<file path="config.mk">
export PLATFORM = sky130hd
export DESIGN_NAME = bas_restart_ctrl
export DESIGN_NICKNAME = d
export VERILOG_FILES = /design/src/rtl/bas_pkg.sv /design/src/rtl/bas_seed_gen.sv /design/src/rtl/bas_restart_ctrl.sv
export SDC_FILE = /design/constraint.sdc
export NUM_CORES = 1
export LEC_CHECK = 0
export CORE_MARGIN = 1.5
export CORE_UTILIZATION = 41
export DETAILED_ROUTE_END_ITERATION = 12
export DONT_BUFFER_PORTS = 1
export MAX_ROUTING_LAYER = met4
export SLEW_MARGIN = 20
export SYNTH_ARGS = -nofsm -noshare
export SYNTH_HDL_FRONTEND = slang
export SYNTH_SLANG_ARGS = --single-unit
</file>
<file path="constraint.sdc">
create_clock -name clock -period 5.7 [get_ports clock]
set_input_delay 1.71 -clock clock [delete_from_list [all_inputs] [get_ports clock]]
set_output_delay 1.71 -clock clock [all_outputs]
set_load 0.02 [all_outputs]
</file>
<file path="src/rtl/bas_pkg.sv">
// Shared types and constants for the bas restart controller.
package bas_pkg;

    typedef enum logic [2:0] {
        StIdle,
        StCrst,
        StCload,
        StRun,
        StCapt,
        StFin
    } state_e;

    localparam int unsigned Q88_W   = 16;
    localparam int unsigned VALUE_W = 40;
    localparam int unsigned SEED_W  = 9;
    localparam int unsigned ITER_W  = 9;

    // Core reports this when it has no valid result (e.g. zero iterations).
    localparam logic [VALUE_W-1:0] CORE_SENTINEL = 40'h0FFFFFFFFF;
    // Most positive signed value; any real result beats it.
    localparam logic [VALUE_W-1:0] BEST_INIT     = 40'h7FFFFFFFFF;

    // An all-zero LFSR seed locks up, so substitute 1.
    function automatic logic [SEED_W-1:0] fix_seed(input logic [SEED_W-1:0] s);
        return (s == '0) ? SEED_W'(1) : s;
    endfunction

endpackage

</file>
<file path="src/rtl/bas_seed_gen.sv">
// Per-run seed generator: offsets the base seeds by run * SEED_STRIDE (x up, y down).
module bas_seed_gen
    import bas_pkg::*;
#(
    parameter int unsigned       RUNS_W      = 8,
    parameter logic [SEED_W-1:0] SEED_STRIDE = 9'd37
) (
    input  logic [RUNS_W-1:0] i_run,
    input  logic [SEED_W-1:0] i_seed_x,
    input  logic [SEED_W-1:0] i_seed_y,
    output logic [SEED_W-1:0] o_seed_x,
    output logic [SEED_W-1:0] o_seed_y
);

    localparam int unsigned PROD_W = RUNS_W + SEED_W;

    logic [PROD_W-1:0] w_prod;
    logic [SEED_W-1:0] w_off;
    logic [SEED_W-1:0] w_sx;
    logic [SEED_W-1:0] w_sy;

    // Seed arithmetic wraps modulo 2^9.
    always_comb begin
        w_prod   = PROD_W'(i_run) * PROD_W'(SEED_STRIDE);
        w_off    = w_prod[SEED_W-1:0];
        w_sx     = i_seed_x + w_off;
        w_sy     = i_seed_y - w_off;
        o_seed_x = fix_seed(w_sx);
        o_seed_y = fix_seed(w_sy);
    end

endmodule

</file>
<file path="src/rtl/bas_restart_ctrl.sv">
// Multi-restart sequencer for one bas core: runs the core num_runs times with distinct
// seeds and keeps the global best (x, y, value).
// Optional watchdog on the RUN state enabled by defining BAS_CTRL_TIMEOUT_EN.
module bas_restart_ctrl
    import bas_pkg::*;
#(
    parameter int unsigned       RUNS_W         = 8,
    parameter logic [SEED_W-1:0] SEED_STRIDE    = 9'd37
`ifdef BAS_CTRL_TIMEOUT_EN
    ,
    parameter int unsigned       TIMEOUT_MARGIN = 16
`endif
) (
    input  logic                clock,
    input  logic                reset,
    input  logic                start,
    input  logic                abort,
    input  logic [RUNS_W-1:0]   num_runs,
    input  logic [ITER_W-1:0]   iterations,
    input  logic [SEED_W-1:0]   seed_x,
    input  logic [SEED_W-1:0]   seed_y,
    input  logic [Q88_W-1:0]    x0,
    input  logic [Q88_W-1:0]    y0,
    output logic                busy,
    output logic                done,
    output logic                best_valid,
    output logic [Q88_W-1:0]    best_x,
    output logic [Q88_W-1:0]    best_y,
    output logic [VALUE_W-1:0]  best_value,
    output logic [RUNS_W-1:0]   best_run,
    output logic                timeout_err,
    output logic                core_reset,
    output logic                core_load,
    output logic [SEED_W-1:0]   core_seed_x,
    output logic [SEED_W-1:0]   core_seed_y,
    output logic [ITER_W-1:0]   core_iterations,
    output logic [Q88_W-1:0]    core_x,
    output logic [Q88_W-1:0]    core_y,
    input  logic [Q88_W-1:0]    core_x_ext,
    input  logic [Q88_W-1:0]    core_y_ext,
    input  logic [VALUE_W-1:0]  core_value,
    input  logic                core_done
);

    state_e              r_state;
    state_e              w_state_d;

    logic [RUNS_W-1:0]   r_run;
    logic [RUNS_W-1:0]   r_num_runs;
    logic [ITER_W-1:0]   r_iterations;
    logic [SEED_W-1:0]   r_seed_x;
    logic [SEED_W-1:0]   r_seed_y;
    logic [Q88_W-1:0]    r_x0;
    logic [Q88_W-1:0]    r_y0;

    logic                r_best_valid;
    logic [Q88_W-1:0]    r_best_x;
    logic [Q88_W-1:0]    r_best_y;
    logic [VALUE_W-1:0]  r_best_value;
    logic [RUNS_W-1:0]   r_best_run;

    logic                w_latch;
    logic                w_better;
    logic                w_run_inc;
    logic                w_last;
    logic                w_tmo;

    bas_seed_gen #(
        .RUNS_W      (RUNS_W),
        .SEED_STRIDE (SEED_STRIDE)
    ) u_seed_gen (
        .i_run    (r_run),
        .i_seed_x (r_seed_x),
        .i_seed_y (r_seed_y),
        .o_seed_x (core_seed_x),
        .o_seed_y (core_seed_y)
    );

`ifdef BAS_CTRL_TIMEOUT_EN
    logic [ITER_W:0]     r_tcnt;
    logic [ITER_W:0]     w_tmo_limit;
    logic                r_timeout_err;

    // Last RUN cycle index before the watchdog fires (iterations + margin cycles in total).
    always_comb begin
        w_tmo_limit = {1'b0, r_iterations} + (ITER_W+1)'(TIMEOUT_MARGIN) - (ITER_W+1)'(1);
    end

    // Watchdog counter counts RUN cycles; sticky error cleared on new start.
    always_ff @(posedge clock) begin
        if (reset) begin
            r_tcnt        <= '0;
            r_timeout_err <= 1'b0;
        end else begin
            r_tcnt <= (r_state == StRun) ? r_tcnt + (ITER_W+1)'(1) : '0;
            if (w_latch) begin
                r_timeout_err <= 1'b0;
            end else if (w_tmo) begin
                r_timeout_err <= 1'b1;
            end
        end
    end

    assign timeout_err = r_timeout_err;
`else
    assign timeout_err = 1'b0;
`endif

    // State register.
    always_ff @(posedge clock) begin
        if (reset) begin
            r_state <= StIdle;
        end else begin
            r_state <= w_state_d;
        end
    end

    // Next-state logic and datapath enables.
    always_comb begin
        w_state_d = r_state;
        w_latch   = 1'b0;
        w_better  = 1'b0;
        w_run_inc = 1'b0;
        w_tmo     = 1'b0;
        w_last    = (r_run == r_num_runs - RUNS_W'(1));
        case (r_state)
            StIdle: begin
                // abort beats start when both arrive in IDLE
                if (start && !abort) begin
                    w_latch   = 1'b1;
                    w_state_d = (num_runs == '0) ? StFin : StCrst;
                end
            end
            StCrst:  w_state_d = StCload;
            StCload: w_state_d = StRun;
            StRun: begin
                if (core_done) begin
                    w_state_d = StCapt;
`ifdef BAS_CTRL_TIMEOUT_EN
                end else if (r_tcnt == w_tmo_limit) begin
                    w_tmo     = 1'b1;
                    w_state_d = StFin;
`endif
                end
            end
            StCapt: begin
                w_better = (core_value != CORE_SENTINEL) &&
                           ($signed(core_value) < $signed(r_best_value));
                if (w_last) begin
                    w_state_d = StFin;
                end else begin
                    w_run_inc = 1'b1;
                    w_state_d = StCrst;
                end
            end
            StFin:   w_state_d = StIdle;
            default: w_state_d = StIdle;
        endcase
        // Abort drops everything; partial best results stay as they are.
        if (abort && (r_state != StIdle)) begin
            w_state_d = StIdle;
            w_better  = 1'b0;
            w_run_inc = 1'b0;
            w_tmo     = 1'b0;
        end
    end

    // Config latch, run index and global-best tracking.
    always_ff @(posedge clock) begin
        if (reset) begin
            r_run        <= '0;
            r_num_runs   <= '0;
            r_iterations <= '0;
            r_seed_x     <= '0;
            r_seed_y     <= '0;
            r_x0         <= '0;
            r_y0         <= '0;
            r_best_valid <= 1'b0;
            r_best_x     <= '0;
            r_best_y     <= '0;
            r_best_value <= BEST_INIT;
            r_best_run   <= '0;
        end else begin
            if (w_latch) begin
                r_run        <= '0;
                r_num_runs   <= num_runs;
                r_iterations <= iterations;
                r_seed_x     <= seed_x;
                r_seed_y     <= seed_y;
                r_x0         <= x0;
                r_y0         <= y0;
                r_best_valid <= 1'b0;
                r_best_x     <= '0;
                r_best_y     <= '0;
                r_best_value <= BEST_INIT;
                r_best_run   <= '0;
            end
            // Strict compare: ties keep the earlier run.
            if (w_better) begin
                r_best_valid <= 1'b1;
                r_best_x     <= core_x_ext;
                r_best_y     <= core_y_ext;
                r_best_value <= core_value;
                r_best_run   <= r_run;
            end
            if (w_run_inc) begin
                r_run <= r_run + RUNS_W'(1);
            end
        end
    end

    // Decoded outputs.
    always_comb begin
        busy            = (r_state != StIdle) && (r_state != StFin);
        done            = (r_state == StFin);
        core_reset      = (r_state == StIdle) || (r_state == StCrst);
        core_load       = (r_state == StCload);
        core_iterations = r_iterations;
        core_x          = r_x0;
        core_y          = r_y0;
        best_valid      = r_best_valid;
        best_x          = r_best_x;
        best_y          = r_best_y;
        best_value      = r_best_value;
        best_run        = r_best_run;
    end

endmodule

</file>
==> impl_metrics.env <==
export IMPL_outcome="completed"
export IMPL_ant_nets=0
export IMPL_holdCritPathClass="reg -> reg"
export IMPL_clockPowerShare=0.448
export IMPL_numPortBuffers=0
export IMPL_clkSinkCount=159
export IMPL_avgSynthCellArea_um2=8.06
export IMPL_final_area_um2=9950
export IMPL_fin_crit_ns=5.53
export IMPL_fill_cells=2194
export IMPL_seq_area_frac_synth=0.353
export IMPL_grtUsageTotal=0.206
export IMPL_powerDensity_nw_per_um2=268
export IMPL_crit_path_end="core_seed_y[0]"
export IMPL_yosys_register_bits=159
export IMPL_tightest_slew_ns=0.857
export IMPL_power_internal_mw=1.96
export IMPL_fin_worst_skew_ns=0.0163
export IMPL_tns_ns=0
export IMPL_clk_path_buf_depth=2
export IMPL_switchingPower_mw=0.710
export IMPL_gp_congestion=0.848
export IMPL_rrSetupSlack_ns=2.53
export IMPL_routed_wl_mm=23.8
export IMPL_grt_max_degree=240
export IMPL_io_pin_count=289
export IMPL_fp_dieH_um=151
export IMPL_firstDrtPassIters=4
export IMPL_synth_area_um2=9010
export IMPL_crit_type="reg -> out"
export IMPL_leakage_nw=3.99
export IMPL_insertion_delay_ns=0.42
export IMPL_whs_ns=0.463
export IMPL_p_comb_frac=0.106
export IMPL_vias=7501
export IMPL_syn_inst=1118
export IMPL_synth_edff_count=0
export IMPL_yosys_warnings=0
export IMPL_place_area_um2=9220
export IMPL_syn_num_nets=1340
export IMPL_core_area_um2=21700
export IMPL_synthToLayoutAreaGrowth_pct=10.4
export IMPL_cp_end_kind="output port"
export IMPL_rsz0062_at_grt="no"
export IMPL_fin_crit_sh=0.970
export IMPL_synth_distinct_cells=61
export IMPL_relSlewSlack=0.429
export IMPL_num_rows=54
export IMPL_antenna_found_initial=0
export IMPL_cts_tree="yes"
export IMPL_cp_max_fo=3
export IMPL_r2r_end="best_value[11]"
export IMPL_drt_initial_drc_count=299
export IMPL_vdd_drop_max_mv=0.167
export IMPL_drv_slew=0
export IMPL_start_util=0.416
export IMPL_antennaDiodeCount=0
export IMPL_synthFlopType="dfxtp_1"
export IMPL_swShare=0.266
export IMPL_overflow=0
export IMPL_cp_start_kind="register"
export IMPL_finalHoldViolations=0
export IMPL_fmax_mhz=181
export IMPL_post_cts_repair_setup_buffers=0
export IMPL_h_tree_depth=4
export IMPL_die_area_um2=22900
export IMPL_wire_per_inst_um=17.2
export IMPL_vias_per_cell=5.44
export IMPL_cts_inserted_buffers=17
export IMPL_clk_pin_slew_worst_paths_ns=0.06
export IMPL_final_util=0.459
export IMPL_r2r_cells=10
export IMPL_async_reset_ff_frac=0
export IMPL_finalSetupViolCount=0
export IMPL_total_power_mw=2.67
export IMPL_worstPathArrival_ns=3.82
export IMPL_drc=0
export IMPL_cp_data_required_time_ns=3.99
export IMPL_fin_nets=1309
export IMPL_grt_pass1_wl_mm=36.0
export IMPL_r2r_start="best_value[31]"
export IMPL_grt_pass1_vias=6942
export IMPL_dp_hpwl_mm=16.4
export IMPL_cp_startpoint="r_run[3]"
export IMPL_seqPwrFrac=0.446
export IMPL_die_w_um=151
export IMPL_drive_gt1_frac=0.0737
export IMPL_root_buffer="clkbuf_16"
export IMPL_cap_violations=0
[worst max-delay path: stages, from the launching register on]
cell     delay [ns]
dfxtp_1        0.31
ha_1           0.30
ha_1           0.28
ha_1           0.30
inv_1          0.06
fa_1           0.51
ha_1           0.34
xnor2_1        0.15
or4b_2         0.67
o41ai_1        0.27
buf_4          0.20
[cells by family after synthesis]
family,after synthesis,synth area share
AND/OR/NAND/NOR,425,0.236
other,1,0.000416
adder cells (fa/ha/maj),79,0.114
XOR/XNOR,31,0.0301
AO/OA/AOI/OAI,236,0.152
multiplexers,46,0.0511
buffers and inverters,141,0.0637
flip-flops,159,0.353
[state kept, by name (all words and copies together), names as in the netlist]
| name | count |
|---|---|
| r_run | 8 |
| core_iterations | 9 |
| best_x | 16 |
| r_seed_y | 9 |
| best_valid | 1 |
| best_run | 8 |
| best_y | 16 |
| best_value | 40 |
| r_num_runs | 8 |
| core_x | 16 |
| core_y | 16 |
| r_state | 3 |
| r_seed_x | 9 |
[how the worst min path moves through the flow]
stage | end | depth (start not counted) | slack [ns] | from
global placement | r_seed_y[0] | 2 | 0.44 | r_seed_y[0]
CTS | r_seed_x[6] | 2 | 0.46 | r_seed_x[6]
floorplan | r_seed_y[0] | 2 | 0.44 | r_seed_y[0]
detailed placement | r_seed_x[6] | 2 | 0.45 | r_seed_x[6]
finish | r_seed_y[4] | 2 | 0.46 | r_seed_y[4]
global route | r_seed_y[2] | 2 | 0.49 | r_seed_y[2]
[power by group through the flow]
stage	clock (mW)	sequential, mW	combinational, mW
finish	1.20	1.19	0.281
global route	1.27	1.19	0.315
CTS	1.23	1.19	0.279
detailed placement	0	1.21	0.277
global placement	0	1.22	0.272
floorplan	0	1.21	0.242
[area by class of cell]
class                           instances  area, µm²  share of cell area
Multi-Input combinational cell        818       5400               0.542
Sequential cell                       159       3190               0.320
Tap cell                              280        350              0.0352
Clock buffer                           19        443              0.0445
Clock inverter                         12        159              0.0160
Timing Repair Buffer                   19        143              0.0143
Inverter                               72        270              0.0272
[cells in the mapped netlist (2+ instances only)]
cell         n  share of area
nand2_1    157          0.065
nor4_1       9         0.0062
buf_2        6         0.0033
nor3b_1      3         0.0025
and3_1       3         0.0021
dfxtp_1    159           0.35
nand4_1     17          0.012
a31oi_1      5         0.0035
clkbuf_1    56          0.023
buf_4        2         0.0017
nor3_4       2         0.0036
nand3b_1    41          0.034
o21bai_1     6         0.0050
a21o_1       5         0.0042
or3_1        3         0.0021
o21ai_0     87          0.048
o41ai_1      5         0.0049
nor3_1      50          0.028
inv_1       72          0.030
nand3_1      9         0.0050
nor2_1      70          0.029
buf_6        4         0.0050
a21oi_1     99          0.055
o22ai_1      3         0.0021
a2111oi_0    2         0.0019
nor2b_1     40          0.028
nand2b_1    11         0.0076
fa_1         5          0.011
mux2i_1     46          0.051
o21a_1       2         0.0017
a211o_1      2         0.0019
o311a_1      2         0.0022
o21ai_1      5         0.0028
xnor2_1     30          0.029
or4b_2       2         0.0022
ha_1        73           0.10
[timing repair]
item | 4_1_cts | 5_1_grt
hold buffers | 0 | 0
pin swaps | 0 | 8
resized for setup | 2 | 17
setup endpoints to repair | 1 | 2
[layer usage]
metal,vias to the layer above,global-route usage,share of wire
met5,-,-,0
met4,0,0.0505,0.010
met3,20,0.0605,0.064
met2,200,0.331,0.48
met1,3502,0.252,0.45
li1,3779,-,-
[cell usage in the layout, fill, tap and decap left out, types with 3 or more instances in the layout]
cell type	count
dfxtp_1	158
nand2_1	157
a21oi_1	97
o21ai_0	86
inv_1	71
nor2_1	70
ha_1	69
nor3_1	49
mux2i_1	46
nand3b_1	41
nor2b_1	40
xnor2_1	29
buf_4	19
nand4_1	17
clkbuf_16	17
nand2b_1	11
nand3_1	8
nor4_1	8
o21bai_1	6
a21o_1	5
a31oi_1	5
o21ai_1	5
fa_1	5
o41ai_2	4
ha_4	4
o22ai_1	3
or3_1	3
nor3b_1	3
bufinv_16	3
inv_6	3
[through the flow]
stage | instances | setup WS, ns
after floorplan | 1118 | 0.0694
after global placement | 1348 | 0.507
after detailed placement | 1348 | 0.421
after CTS | 1379 | 0.0240
after global routing | 1379 | 0.00469
final | 1379 | 0.174
Power figures use the tool's default switching activity.
